$ cat src/rtl/mdu_seq.sv
// Sequential MULT/MULTU/DIV/DIVU unit owning the HI/LO registers.
// Shift-add multiply and restoring divide, one bit per cycle, 34-cycle fixed latency.
module mdu_seq #(
    parameter int WIDTH = 32
) (
    input  logic             clk,
    input  logic             reset,
    input  logic             mul_c,
    input  logic             div_c,
    input  logic             s_mdu,
    input  logic [WIDTH-1:0] a,
    input  logic [WIDTH-1:0] b,
    input  logic             hi_w,
    input  logic             lo_w,
    input  logic [WIDTH-1:0] wdata,
    output logic             busy,
    output logic             done,
    output logic             dz,
    output logic [WIDTH-1:0] hi,
    output logic [WIDTH-1:0] lo
);

    typedef enum logic [1:0] {
        S_IDLE = 2'd0,
        S_MUL  = 2'd1,
        S_DIV  = 2'd2,
        S_FIX  = 2'd3
    } state_t;

    localparam logic [5:0] LAST_ITER = 6'(WIDTH - 1);

    state_t             state_q;
    logic [5:0]         cnt_q;
    logic               is_div_q;
    logic               sgn_q;
    logic               sa_q;
    logic               sb_q;
    logic               bz_q;
    logic [WIDTH-1:0]   araw_q;
    logic [WIDTH-1:0]   opnd_q;
    logic [2*WIDTH-1:0] acc_q;
    logic               busy_q;
    logic               done_q;
    logic               dz_q;
    logic [WIDTH-1:0]   hi_q;
    logic [WIDTH-1:0]   lo_q;

    logic               neg_a;
    logic               neg_b;
    logic [WIDTH-1:0]   mag_a;
    logic [WIDTH-1:0]   mag_b;
    logic [WIDTH:0]     msum;
    logic [2*WIDTH-1:0] mul_nxt;
    logic [WIDTH:0]     rem_sh;
    logic [WIDTH:0]     trial;
    logic [2*WIDTH-1:0] div_nxt;
    logic [2*WIDTH-1:0] prod;
    logic [WIDTH-1:0]   quot;
    logic [WIDTH-1:0]   rem;
    logic [WIDTH-1:0]   fix_hi;
    logic [WIDTH-1:0]   fix_lo;

    always_comb begin
        neg_a = s_mdu & a[WIDTH-1];
        neg_b = s_mdu & b[WIDTH-1];
        mag_a = neg_a ? (~a + 1'b1) : a;
        mag_b = neg_b ? (~b + 1'b1) : b;
    end

    // Multiply: acc = {partial product, remaining multiplier bits}; add into the top, shift right.
    always_comb begin
        msum    = {1'b0, acc_q[2*WIDTH-1:WIDTH]} + (acc_q[0] ? {1'b0, opnd_q} : '0);
        mul_nxt = {msum, acc_q[WIDTH-1:1]};
    end

    // Divide: acc = {remainder, dividend/quotient}; shift left and trial-subtract the divisor.
    always_comb begin
        rem_sh = acc_q[2*WIDTH-1:WIDTH-1];
        trial  = rem_sh - {1'b0, opnd_q};
        if (trial[WIDTH])
            div_nxt = {rem_sh[WIDTH-1:0], acc_q[WIDTH-2:0], 1'b0};
        else
            div_nxt = {trial[WIDTH-1:0], acc_q[WIDTH-2:0], 1'b1};
    end

    always_comb begin
        prod   = (sgn_q && (sa_q ^ sb_q)) ? (~acc_q + 1'b1) : acc_q;
        quot   = acc_q[WIDTH-1:0];
        rem    = acc_q[2*WIDTH-1:WIDTH];
        fix_hi = prod[2*WIDTH-1:WIDTH];
        fix_lo = prod[WIDTH-1:0];
        if (is_div_q) begin
            if (bz_q) begin
                fix_hi = araw_q;
                fix_lo = '1;
            end else begin
                fix_hi = (sgn_q && sa_q) ? (~rem + 1'b1) : rem;
                fix_lo = (sgn_q && (sa_q ^ sb_q)) ? (~quot + 1'b1) : quot;
            end
        end
    end

    always_ff @(posedge clk) begin
        if (reset) begin
            state_q  <= S_IDLE;
            cnt_q    <= '0;
            is_div_q <= 1'b0;
            sgn_q    <= 1'b0;
            sa_q     <= 1'b0;
            sb_q     <= 1'b0;
            bz_q     <= 1'b0;
            araw_q   <= '0;
            opnd_q   <= '0;
            acc_q    <= '0;
            busy_q   <= 1'b0;
            done_q   <= 1'b0;
            dz_q     <= 1'b0;
            hi_q     <= '0;
            lo_q     <= '0;
        end else begin
            done_q <= 1'b0;
            dz_q   <= 1'b0;
            if (hi_w) hi_q <= wdata;
            if (lo_w) lo_q <= wdata;
            case (state_q)
                S_IDLE: begin
                    if (mul_c || div_c) begin
                        // Multiply has priority; a simultaneous divide request is dropped.
                        state_q  <= mul_c ? S_MUL : S_DIV;
                        is_div_q <= ~mul_c;
                        cnt_q    <= '0;
                        sgn_q    <= s_mdu;
                        sa_q     <= neg_a;
                        sb_q     <= neg_b;
                        bz_q     <= (b == '0);
                        araw_q   <= a;
                        opnd_q   <= mul_c ? mag_a : mag_b;
                        acc_q    <= {{WIDTH{1'b0}}, (mul_c ? mag_b : mag_a)};
                        busy_q   <= 1'b1;
                    end
                end
                S_MUL: begin
                    acc_q <= mul_nxt;
                    cnt_q <= cnt_q + 6'd1;
                    if (cnt_q == LAST_ITER) state_q <= S_FIX;
                end
                S_DIV: begin
                    acc_q <= div_nxt;
                    cnt_q <= cnt_q + 6'd1;
                    if (cnt_q == LAST_ITER) state_q <= S_FIX;
                end
                S_FIX: begin
                    hi_q    <= fix_hi;
                    lo_q    <= fix_lo;
                    done_q  <= 1'b1;
                    dz_q    <= is_div_q & bz_q;
                    busy_q  <= 1'b0;
                    state_q <= S_IDLE;
                end
                default: state_q <= S_IDLE;
            endcase
        end
    end

    assign busy = busy_q;
    assign done = done_q;
    assign dz   = dz_q;
    assign hi   = hi_q;
    assign lo   = lo_q;

endmodule

$ cat config.mk
export PLATFORM = sky130hd
export DESIGN_NAME = mdu_seq
export DESIGN_NICKNAME = d
export VERILOG_FILES = /design/src/rtl/mdu_seq.sv
export SDC_FILE = /design/constraint.sdc
export NUM_CORES = 1
export LEC_CHECK = 0
export BUFFER_PORTS_ARGS = -buffer_cell sky130_fd_sc_hd__buf_2
export CORE_ASPECT_RATIO = 0.9
export CORE_MARGIN = 2
export CORE_UTILIZATION = 55
export CTS_BUF_LIST = sky130_fd_sc_hd__clkbuf_2
export DETAILED_ROUTE_END_ITERATION = 16
export PLACE_DENSITY = 0.75
export SKIP_CTS_REPAIR_TIMING = 1
export SLEW_MARGIN = 20
export SYNTH_ARGS = -nofsm -noshare
export SYNTH_HDL_FRONTEND = slang
export SYNTH_SLANG_ARGS = --single-unit
$ cat constraint.sdc
create_clock -name clk -period 10.1 [get_ports clk]
set_input_delay 0.505 -clock clk [delete_from_list [all_inputs] [get_ports clk]]
set_output_delay 0.505 -clock clk [all_outputs]
set_load 0.02 [all_outputs]
==> metrics.txt <==
# TYPE chip_impl_metric gauge
chip_impl_metric{name="power.density",unit="nW/um2"} 196.4
chip_impl_metric{name="syn_area",unit="um2"} 17040
chip_impl_metric{name="synth.distinct_cells",unit=""} 75
chip_impl_metric{name="grt_start_max_net_pins",unit=""} 99
chip_impl_metric{name="synth_compound_gate_area_share",unit="%"} 29.82
chip_impl_info{name="setup.worst_path.start_class",value="register"} 1
chip_impl_metric{name="detailedRoute.firstIterationViolations",unit=""} 2868
chip_impl_metric{name="synthToLayoutAreaGrowth",unit="%"} 10.45
chip_impl_metric{name="dieArea",unit="um2"} 32400
chip_impl_metric{name="hold_violations",unit=""} 2
chip_impl_metric{name="drt_first_pass_iters",unit=""} 7
chip_impl_info{name="largest_family_of_logic_cells_by_synthesized_area",value="compound AO/OA/AOI/OAI gates"} 1
chip_impl_metric{name="global_route.usage.total",unit="%"} 39.29
chip_impl_info{name="synth-main-ff-cell",value="sky130_fd_sc_hd__dfxtp_1"} 1
chip_impl_metric{name="synth_simple_gate_area_share",unit="%"} 22.21
chip_impl_info{name="hold_path_class",value="input port to register"} 1
chip_impl_metric{name="period_share",unit="%"} 41.69
chip_impl_info{name="cells_traversed_along_the_worst_timing_path",value="inv_1, buf_4, nor2_1, ha_1, a2111oi_0, a21oi_1, nor2_1, o21ai_1, a311oi_1, o21ai_0, a211oi_1, xor2_1, o21ai_0"} 1
chip_impl_metric{name="drv_slew",unit=""} 0
chip_impl_metric{name="hpwlAfterDp",unit="um"} 49850
chip_impl_metric{name="detail_route.wl_per_cell",unit="um"} 23.17
chip_impl_metric{name="worstMarginPinSlew",unit="ns"} 1.091
chip_impl_metric{name="nets",unit=""} 2643
chip_impl_info{name="yosys-top-cells-area",value="sky130_fd_sc_hd__dfxtp_1 (24%), sky130_fd_sc_hd__a21oi_1 (7.1%), sky130_fd_sc_hd__nand2_1 (5.6%), sky130_fd_sc_hd__xnor2_1 (5.5%), sky130_fd_sc_hd__ha_1 (5.4%)"} 1
chip_impl_metric{name="clk_latency_worst_skew_pair",unit="ns"} 0.92
chip_impl_metric{name="grt_antenna_before_repair",unit=""} 5
chip_impl_info{name="critical_path.endpoint_type",value="register"} 1
chip_impl_metric{name="cp_slowest_stage_delay",unit="ns"} 0.63
chip_impl_metric{name="ant_nets",unit=""} 0
chip_impl_metric{name="detailed_place.area",unit="um2"} 17870
chip_impl_metric{name="vias_per_cell",unit=""} 6.670
chip_impl_metric{name="timing.final.ws_setup",unit="ns"} 5.889
chip_impl_metric{name="static-leakage-power",unit="nW"} 7.630
chip_impl_metric{name="flip_flop_and_latch_count_after_synthesis",unit=""} 208
chip_impl_metric{name="clock_skew",unit="ns"} 0.07577
chip_impl_metric{name="post-route-util",unit="%"} 61.33
chip_impl_info{name="ys_top_cells_by_count",value="sky130_fd_sc_hd__nand2_1 (254), sky130_fd_sc_hd__a21oi_1 (242), sky130_fd_sc_hd__nor2_1 (228)"} 1
chip_impl_info{name="crit_slowest_cell",value="sky130_fd_sc_hd__a311oi_1"} 1
chip_impl_info{name="cts-root-buf",value="sky130_fd_sc_hd__clkbuf_2"} 1
chip_impl_metric{name="setup-tns-final",unit="ns"} 0
chip_impl_metric{name="fin_crit",unit="ns"} 4.211
chip_impl_metric{name="fp.dieH",unit="um"} 171.0
chip_impl_info{name="synth.most_common_cell",value="sky130_fd_sc_hd__nand2_1"} 1
chip_impl_metric{name="cp.required",unit="ns"} 10.86
chip_impl_metric{name="synth_fp_nets",unit=""} 2537
chip_impl_info{name="failing_checks",value="hold timing"} 1
chip_impl_metric{name="max_cap_viol_count",unit=""} 0
chip_impl_metric{name="clock_path_buffers",unit=""} 3
chip_impl_info{name="worstSetupPathType",value="register to register"} 1
chip_impl_metric{name="grt_overflow",unit=""} 0
chip_impl_metric{name="yosys.area_share.xor_xnor",unit="%"} 9.253
chip_impl_metric{name="placement_rows",unit=""} 61
chip_impl_metric{name="synth_edf_count",unit=""} 0
chip_impl_metric{name="core-area",unit="um2"} 30680
chip_impl_info{name="rsz0062_at_grt",value="false"} 1
chip_impl_metric{name="final_area",unit="um2"} 18820
chip_impl_metric{name="share_of_the_synthesized_area_in_the_top_cell_type",unit="%"} 24.44
chip_impl_metric{name="synthMuxAreaShare",unit="%"} 2.695
chip_impl_info{name="status",value="finished, violations left"} 1
chip_impl_metric{name="max-slew-margin-rel",unit="%"} 27.26
chip_impl_metric{name="max_freq",unit="GHz"} 0.2375
chip_impl_metric{name="post_route_cells_drive_above_1_share",unit="%"} 12.36
chip_impl_info{name="synth_top_cell_by_area",value="sky130_fd_sc_hd__dfxtp_1"} 1
chip_impl_metric{name="pre_cts_slack",unit="ns"} 6.030
chip_impl_metric{name="design.portCount",unit=""} 170
chip_impl_metric{name="worstPathArrival",unit="ns"} 4.97
chip_impl_metric{name="io_buffer_count",unit=""} 169
chip_impl_metric{name="synth_cells",unit=""} 2358
chip_impl_info{name="tritoncts",value="built"} 1
chip_impl_metric{name="grt_first_pass_wirelength",unit="um"} 98580
chip_impl_metric{name="synthesis.area_per_instance",unit="um2"} 7.225
chip_impl_metric{name="timing.final.setup_violations",unit=""} 0
chip_impl_metric{name="ctsHtreeMaxLevel",unit=""} 2
chip_impl_metric{name="synth-adder-area-share",unit="%"} 5.669
chip_impl_metric{name="initial_core_util",unit="%"} 55.53
chip_impl_metric{name="routed_wl",unit="um"} 67460
chip_impl_metric{name="total_number_of_clock_tree_sinks",unit=""} 208
chip_impl_metric{name="die_w",unit="um"} 189.5
chip_impl_metric{name="worst-path-max-fanout",unit=""} 30
chip_impl_metric{name="synth_seq_area_share",unit="%"} 24.44
chip_impl_metric{name="remaining_drc_errors",unit=""} 0
chip_impl_metric{name="clk_pin_slew_worst_paths",unit="ns"} 0.15
chip_impl_metric{name="synthesis.yosys.warnings",unit=""} 0
chip_impl_metric{name="dr_total_vias",unit=""} 19420
chip_impl_metric{name="finalHoldWorstSlack",unit="ns"} -0.02937
chip_impl_metric{name="routabilityCongestion",unit=""} 1.006
chip_impl_metric{name="synth-async-reset-ratio",unit="%"} 0
chip_impl_metric{name="cts_inserted_buffers",unit=""} 56
chip_impl_metric{name="worst_ir_drop_vdd",unit="mV"} 0.2440
chip_impl_metric{name="grt_pass1_vias",unit=""} 16640
-- final timing paths --
check	startpoint	end	slack [ns]	cells after the start
worst min-delay path	wdata[29]	hi[29]$_SDFFE_PP0P_	-0.03	5
worst min register to register	opnd_q[14]$_SDFFE_PP0P_	opnd_q[14]$_SDFFE_PP0P_	0.46	2
worst max-delay path	acc_q[0]$_SDFFE_PP0P_	acc_q[56]$_SDFFE_PP0P_	5.89	13
worst max register to register	acc_q[0]$_SDFFE_PP0P_	acc_q[56]$_SDFFE_PP0P_	5.89	13
-- report_power, final --
part | total (W) | switching [W] | internal (W)
logic | 0.00191 | 0.00132 | 0.000596
clock network | 0.000605 | 0.000370 | 0.000234
registers | 0.00118 | 0.000207 | 0.000973
total | 0.00370 | 0.00189 | 0.00180
-- per-layer routing --
| layer | up-vias | track usage (%) | part of all wire [%] |
|---|---|---|---|
| li1 | 8786 | - | - |
| met1 | 9069 | 56.36 | 43 |
| met2 | 1381 | 56.82 | 41 |
| met3 | 180 | 10.34 | 13 |
| met4 | 0 | 12.74 | 3.4 |
| met5 | - | 0 | 0 |
-- state kept, by name, indices dropped and copies added (netlist names), 2 cells and up --
| register | cells |
|---|---|
| acc_q | 64 |
| state_q | 2 |
| cnt_q | 6 |
| opnd_q | 32 |
| lo | 32 |
| hi | 32 |
| araw_q | 32 |
-- logic make-up (layout without fill, tap and decap cells) --
logic type	count (synthesis)	after routing
other	0	3
AOI/OAI and AO/OA	788	788
adders and majority gates	76	76
buffers and inverters	263	404
xor gates and xnor gates	180	180
and+or+nand+nor	798	798
DFF	208	208
muxes	45	45
-- critical path: cells and delay by family (launching register included) --
| family | cells | cell delay (ns) |
|---|---|---|
| AO/OA/AOI/OAI | 7 | 2.36 |
| XOR/XNOR | 1 | 0.17 |
| adder cells (fa/ha/maj) | 1 | 0.38 |
| buffers and inverters | 2 | 0.48 |
| flip-flops | 1 | 0.37 |
| AND/OR/NAND/NOR | 2 | 0.29 |
-- cells in the final DEF, fill, tap and decap left out, types with 65 or more instances in the layout --
cell                       instances
sky130_fd_sc_hd__clkbuf_2         79
sky130_fd_sc_hd__o21ai_0         144
sky130_fd_sc_hd__a211oi_1        117
sky130_fd_sc_hd__a21oi_1         242
sky130_fd_sc_hd__dfxtp_1         208
sky130_fd_sc_hd__inv_1            75
sky130_fd_sc_hd__xnor2_1         107
sky130_fd_sc_hd__ha_1             71
sky130_fd_sc_hd__buf_2           168
sky130_fd_sc_hd__xor2_1           73
sky130_fd_sc_hd__nor3_1           65
sky130_fd_sc_hd__nand2_1         254
sky130_fd_sc_hd__nor2_1          228
-- through the flow --
step	power, W	cells
2_1_floorplan	0.002370	2358
3_3_place_gp	0.002972	2769
3_5_place_dp	0.003000	2769
4_1_cts	0.003600	2862
5_1_grt	0.003879	2909
6_report	0.003696	2911
-- final cells by class --
type	instances	area [um2]
multi-input cells	1887	11910
well taps	409	511.7
flip-flops and latches	208	4164
clock inverters	14	85.08
fillers	2929	11860
diodes	3	7.507
repair buffers	235	1463
inverters	76	285.3
clock buffers	79	395.4
Power figures use the tool's default switching activity.
